===== config.mk =====
export PLATFORM = sky130hd
export DESIGN_NAME = tflaf_phase_sequencer
export DESIGN_NICKNAME = d
export VERILOG_FILES = /design/src/rtl/tflaf_phase_sequencer_pkg.sv /design/src/rtl/tflaf_phase_decode.sv /design/src/rtl/tflaf_phase_sequencer.sv
export SDC_FILE = /design/constraint.sdc
export NUM_CORES = 1
export LEC_CHECK = 0
export BUFFER_PORTS_ARGS = -buffer_cell sky130_fd_sc_hd__buf_2
export CORE_UTILIZATION = 60
export DETAILED_ROUTE_END_ITERATION = 6
export PLACE_DENSITY = 0.91
export SYNTH_ARGS = -nofsm -noshare
export SYNTH_HDL_FRONTEND = slang
export SYNTH_HIERARCHICAL = 1
export SYNTH_SLANG_ARGS = --single-unit
export TNS_END_PERCENT = 30

===== constraint.sdc =====
create_clock -name clk -period 3.2 [get_ports clk]
set_input_delay 0.16 -clock clk [delete_from_list [all_inputs] [get_ports clk]]
set_output_delay 0.16 -clock clk [all_outputs]
set_load 0.02 [all_outputs]

===== src/rtl/tflaf_phase_sequencer_pkg.sv =====
// Shared widths, FSM state encoding and decoded phase payload for the
// log-domain sin/cos harmonic phase sequencer.
package tflaf_phase_sequencer_pkg;

  localparam int unsigned PHASE_W = 16;
  localparam int unsigned IDX_W   = 7;
  localparam int unsigned IDX_MAX = 64;
  localparam int unsigned K_W     = 4;
  // Phase bits that reach the decoder: quadrant, index and rounding bit
  localparam int unsigned DEC_W   = 9;

  typedef enum logic [0:0] {
    ST_IDLE = 1'b0,
    ST_RUN  = 1'b1
  } state_e;

  typedef struct packed {
    logic [IDX_W-1:0] idx;
    logic             swap;
    logic             sin_neg;
    logic             cos_neg;
    logic             sin_zero;
    logic             cos_zero;
  } phase_fields_t;

endpackage


===== src/rtl/tflaf_phase_decode.sv =====
// Quadrant fold of the phase accumulator into a quarter-wave LUT index,
// sin/cos swap, sign flags and exact-zero flags.
module tflaf_phase_decode
  import tflaf_phase_sequencer_pkg::*;
(
  input  logic [DEC_W-1:0] phase_hi,
  output phase_fields_t    fields
);

  logic [1:0]       quad;
  logic [IDX_W-1:0] idx;

  assign quad = phase_hi[8:7];

  // Round half up on bit 7; the 0..64 range absorbs the carry so the quadrant stays put
  assign idx = IDX_W'(phase_hi[6:1]) + IDX_W'(phase_hi[0]);

  always_comb begin
    fields          = '0;
    fields.idx      = idx;
    fields.swap     = quad[0];
    fields.sin_neg  = quad[1];
    fields.cos_neg  = quad[1] ^ quad[0];
    // LUT entry 0 means log(0): flag whichever function lands on the true zero
    fields.sin_zero = quad[0] ? (idx == IDX_W'(IDX_MAX)) : (idx == '0);
    fields.cos_zero = quad[0] ? (idx == '0) : (idx == IDX_W'(IDX_MAX));
  end

endmodule


===== src/rtl/tflaf_phase_sequencer.sv =====
// Accepts one Q1.15 sample and emits the phases k*pi*x for k=1..P_ORDER
// as decoded LUT index/sign/zero fields over a valid/ready handshake.
module tflaf_phase_sequencer
  import tflaf_phase_sequencer_pkg::*;
#(
  parameter int unsigned P_ORDER = 3
) (
  input  logic               clk,
  input  logic               rst_n,
  input  logic [PHASE_W-1:0] x_in,
  input  logic               in_valid,
  output logic               in_ready,
  output logic [IDX_W-1:0]   idx_out,
  output logic               swap_out,
  output logic               sin_neg,
  output logic               cos_neg,
  output logic               sin_zero,
  output logic               cos_zero,
  output logic [K_W-1:0]     k_out,
  output logic               last_out,
  output logic               out_valid,
  input  logic               out_ready
);

  localparam logic [K_W-1:0] K_LAST = K_W'(P_ORDER);

  state_e             state_q, state_d;
  logic [PHASE_W-1:0] acc_q, acc_d;
  logic [PHASE_W-1:0] xr_q, xr_d;
  logic [K_W-1:0]     k_q, k_d;
  logic               ov_q, ov_d;

  phase_fields_t      dec_fields;
  phase_fields_t      out_fields;

  // State and datapath registers
  always_ff @(posedge clk or negedge rst_n) begin
    if (!rst_n) begin
      state_q <= ST_IDLE;
      acc_q   <= '0;
      xr_q    <= '0;
      k_q     <= '0;
      ov_q    <= 1'b0;
    end else begin
      state_q <= state_d;
      acc_q   <= acc_d;
      xr_q    <= xr_d;
      k_q     <= k_d;
      ov_q    <= ov_d;
    end
  end

  // Next-state: capture in IDLE, step one harmonic per accepted output in RUN
  always_comb begin
    state_d = state_q;
    acc_d   = acc_q;
    xr_d    = xr_q;
    k_d     = k_q;
    ov_d    = ov_q;
    case (state_q)
      ST_IDLE: begin
        if (in_valid) begin
          state_d = ST_RUN;
          acc_d   = x_in;
          xr_d    = x_in;
          k_d     = K_W'(1);
          ov_d    = 1'b1;
        end
      end
      ST_RUN: begin
        if (ov_q && out_ready) begin
          if (k_q == K_LAST) begin
            state_d = ST_IDLE;
            ov_d    = 1'b0;
          end else begin
            acc_d = acc_q + xr_q;
            k_d   = k_q + K_W'(1);
          end
        end
      end
      default: begin
        state_d = ST_IDLE;
        ov_d    = 1'b0;
      end
    endcase
  end

  tflaf_phase_decode u_decode (
    .phase_hi (acc_q[PHASE_W-1 -: DEC_W]),
    .fields   (dec_fields)
  );

  // Fields read as zero whenever nothing is being offered
  assign out_fields = ov_q ? dec_fields : '0;

  assign in_ready  = (state_q == ST_IDLE);
  assign out_valid = ov_q;
  assign idx_out   = out_fields.idx;
  assign swap_out  = out_fields.swap;
  assign sin_neg   = out_fields.sin_neg;
  assign cos_neg   = out_fields.cos_neg;
  assign sin_zero  = out_fields.sin_zero;
  assign cos_zero  = out_fields.cos_zero;
  assign k_out     = ov_q ? k_q : '0;
  assign last_out  = ov_q && (k_q == K_LAST);

endmodule


Word level (Yosys, flattened, before mapping):

Cells that the tools add are included.

* output and inout bits: 19
* bits in registers: 38

* add/sub/neg operators: 3
* multiplexer cells: 20
* equality and inequality tests: 6
* bitwise operators: 2
* reduce and logical (&&, ||, !) cells: 6

Operators by type and width (count)
* $mux W16: 3
* $pmux W16 S2: 1
* $add A16 B16 Y16: 1
* $mux W4: 4
* $mux W12: 1
* $mux W1: 8
* $pmux W4 S2: 1
* $add A6 B1 Y7: 1
* $eq A7 B7 Y1 const B: 1
* $logic_not A7 Y1: 1
* $reduce_and A3 Y1: 2
* $add A4 B1 Y4 const B: 1
* $eq A4 B2 Y1 const B: 1
* $ne A2 B1 Y1 const B: 2
* $ne A2 B2 Y1 const B: 2
* $pmux W1 S2: 2
* $logic_and A1 B1 Y1: 2
* $reduce_and A2 Y1: 1
* $not A1 Y1: 1
* $xor A1 B1 Y1: 1

Logic depth before layout (Yosys ltp):

* depth in word-level cells: 4
* depth in mapped cells: 9
* mapped depth without buffers: 9

Modules after synthesis:

Netlist, hierarchy kept.

Modules (own cells, without submodules)
* tflaf_phase_sequencer: area each 2331.0 um^2, cells an instance 265, instances 1, sequential area each 950.9 um^2
* tflaf_phase_decode: area each 227.7 um^2, cells an instance 28, instances 1, sequential area each 0.0 um^2

Least setup slack after synthesis:

Ideal clock, no wire load.

* kind: reg-to-reg
* from: register acc_q[0]
* to: register acc_q[12]
* data required time: 3070 ps
* setup slack: 1039 ps
* clock period less this slack: 2161 ps
* path buffers: 0
* stages on the path, launching flop included: 10
* data arrival time: 2031 ps
* cells stage by stage: dfrtp_1 ha_1 fa_1 a211oi_1 o21bai_1 nand3_1 o211ai_1 a31oi_1 xor2_1 o21ai_0

* word-level cells in the longest chain between the ends: 4

RTL lines
* start, declared: RTL line tflaf_phase_sequencer.sv:28 `logic [PHASE_W-1:0] acc_q, acc_d;`
* start signal, assigned: RTL line tflaf_phase_sequencer.sv:40 `acc_q <= '0;`
* start signal, assigned: RTL line tflaf_phase_sequencer.sv:46 `acc_q <= acc_d;`
* $add A16 B16 Y16: RTL line tflaf_phase_sequencer.sv:76 `acc_d = acc_q + xr_q;`
* $mux W16: RTL line tflaf_phase_sequencer.sv:72 `if (k_q == K_LAST) begin`
* $mux W16: RTL line tflaf_phase_sequencer.sv:71 `if (ov_q && out_ready) begin`
* $pmux W16 S2: RTL line tflaf_phase_sequencer.sv:60 `case (state_q)`

No other way between the ends. The select of a mux whose other input is x is not followed.
A chain may end at the register's enable or synchronous reset.

==> results.yml <==
outcome:
  outcome: "complete, no violations"
finish:
  syn2layout_area_growth_pct: 11.8
  final_core_util: 0.705
  drive_gt1_frac: 0.182
  diodes: 0
  layoutNonFillerInstCount: 380
  final_common_cell: "nand2_1"
  final_nets: 368
  final_area_um2: 2860
  final_cell_mix: "64 x nand2_1, 38 x dfrtp_1, 38 x buf_2, 19 x and2_1"
hold_path:
  hold_class: "input pin to flip-flop"
  holdCritStartpoint: "x_in[3]"
  min_to: "xr_q[3]"
  holdPathStages: 3
clock_tree:
  postCtsSetupBuffers: 0
  cts_sinks: 38
  ctsResizeCount: 0
  clockBufferDepth: 2
  htree_levels: 2
  insertion_delay_ns: 0.31
  cts-buffers-inserted: 5
  cts.clk_slew.worst_paths_ns: 0.08
  cts_root_buf: "clkbuf_8"
  cts_tree: "yes"
logic_synthesis:
  syn_nets: 332
  synth_cells: 293
  syn_area_per_cell_um2: 8.73
  synth.cell_area_um2: 2560
  yosysSeqAreaShare: 0.372
  synth-main-ff-cell: "dfrtp_1"
  synth_edf_count: 0
  synth_top_area_frac: 0.372
  synth.distinct_cells: 44
  synth-seq-cells: 38
  yosys-top-cells-area: "dfrtp_1 37%, nand2_1 9.4%, ha_1 8.8%, and2_1 4.6%, xor2_1 4.1%"
  yosys_warnings: 6
  yosysTopAreaCell: "dfrtp_1"
  ys_async_sr_fraction: 1.00
routing:
  drc: 0
  wl_per_cell_um: 14.7
  routed_wl_mm: 5.60
  drtAntennaViolNets: 0
  dr.pass1.iters: 4
  routed_via_density: 5.82
  drt_iter0_markers: 93
  via_count: 2212
worst_setup_path:
  path_cells: "ha_1 -> ha_1 -> and3_4 -> or4_1 -> a211oi_2 -> and2_1 -> buf_2"
  cp_common_cell: "ha_1"
  reg2reg_from: "acc_q[0]"
  start_kind: "flip-flop"
  arrival_ns: 2.32
  r2r_end: "acc_q[14]"
  slowest_delay_ns: 0.42
  cp_max_fo: 7
  cp.required_ns: 3.04
  cpMaxStageDelayCell: "dfrtp_1"
  critPathKind: "flip-flop to output pin"
  end_kind: "output pin"
  rrSetupSlack_ns: 0.82
  worstRegToRegCells: 9
timing:
  hold_viol_final: 0
  finClkSkew_ns: 0.00708
  setup_violations: 0
  fmax_ghz: 0.402
  slew_headroom: 0.252
  rsz0062_at_grt: "false"
  fin_crit_sh: 0.777
  period_minus_slack_ns: 2.48
  fin_tns_setup_ns: 0
  slew_viol_final: 0
  tightestPinTransition_ns: 1.12
placement:
  placed_area_um2: 2760
  hpwl_mm: 4.02
  placed_cells: 371
  place.gp.congestion: 0.827
  port_buffers: 38
grt:
  use_met3: 0.0608
  use_met2: 0.488
  grt-busiest-layer: "met2"
  grt_pass1_vias: 2064
  grt_max_degree: 39
  grt_pass1_wl_mm: 9.16
  overflow: 0
  antenna_found_initial: 0
  met1_usage: 0.321
  grt.total_usage: 0.277
floorplanning:
  die_height_um: 67.3
  die_area_um2: 4530
  rows: 23
  initial_core_util: 0.631
  io_pins: 39
  die_w_um: 67.3
  core_area_um2: 4060
pwr:
  finalPower_mw: 3.39
  irDropWorstVdd_v: 0.000583
  leakage_nw: 1.48
  powerDensity_nw_per_um2: 1190
flow_run:
  maxCapViolations: 0
report_power, final:
| group | total, mW | internal, mW | switching, mW |
|---|---|---|---|
| logic | 2.07 | 0.901 | 1.17 |
| clock network | 0.352 | 0.173 | 0.178 |
| registers | 0.967 | 0.710 | 0.256 |
| total | 3.39 | 1.78 | 1.61 |
flip-flops by register name, summed over array words and instances (netlist names):
signal	cells
xr_q	16
k_q	4
out_valid	1
state_q	1
acc_q	16
per-layer routing:
layer  share of wire  wire (um)  up-vias
met5               0          0        -
met4           0.015         85        0
met3           0.041        232       10
met2            0.51       2870       62
met1            0.43       2410     1058
li1                -          -     1082
repair_timing:
action,CTS,global route
setup endpoints to repair,0,0
hold buffers,1,0
hold endpoints to repair,38,0
area by class of cell:
cell class,instances,area [um2]
clock inverters,2,12.5
fillers,331,1200
well taps,50,62.6
multi-input cells,237,1520
clock buffers,6,82.6
flip-flops and latches,38,951
repair buffers,41,215
inverters,6,22.5
critical path: cells and delay by family, from the launching register on:
family | cells | cell delay, ns
and+or+nand+nor | 3 | 0.74
adders and majority gates | 2 | 0.49
DFF | 1 | 0.42
AOI/OAI and AO/OA | 1 | 0.22
buffers and inverters | 1 | 0.15
per-stage QoR:
step           hold WS (ns)  setup WS, ns
2_1_floorplan        -0.136          1.04
3_3_place_gp          0.305         0.906
3_5_place_dp          0.309         0.856
4_1_cts              0.0632         0.718
5_1_grt              0.0710         0.568
6_report             0.0623         0.715
worst max-delay path by stage:
stage / from / to / slack [ns] / cells past startpoint
2_1_floorplan: acc_q[0] / acc_q[12] / 1.04 / 9
3_3_place_gp: acc_q[0] / acc_q[12] / 0.91 / 9
3_5_place_dp: acc_q[0] / acc_q[12] / 0.86 / 9
4_1_cts: acc_q[7] / cos_zero / 0.72 / 7
5_1_grt: acc_q[0] / acc_q[12] / 0.57 / 9
6_report: acc_q[7] / sin_zero / 0.72 / 7
cell usage after synthesis (all sizes together) (2+ instances only):
cell,count
and2,19
o21bai,2
xor2,12
nand4,2
a211oi,6
and3,4
or3,2
inv,6
clkbuf,5
nor2,17
nand3,7
a21o,5
mux2i,7
dfrtp,38
xnor2,7
a22oi,4
a21oi,21
a31oi,2
nor2b,4
o211ai,4
buf,7
o21ai,19
ha,18
nand2,64
cells by family after synthesis:
kind of cell | synth area share
and+or+nand+nor | 0.225
AOI/OAI and AO/OA | 0.174
DFF | 0.372
xor gates and xnor gates | 0.0650
adders and majority gates | 0.0958
buffers and inverters | 0.0362
muxes | 0.0318
No activity file was read; power rests on OpenSTA's default activity.
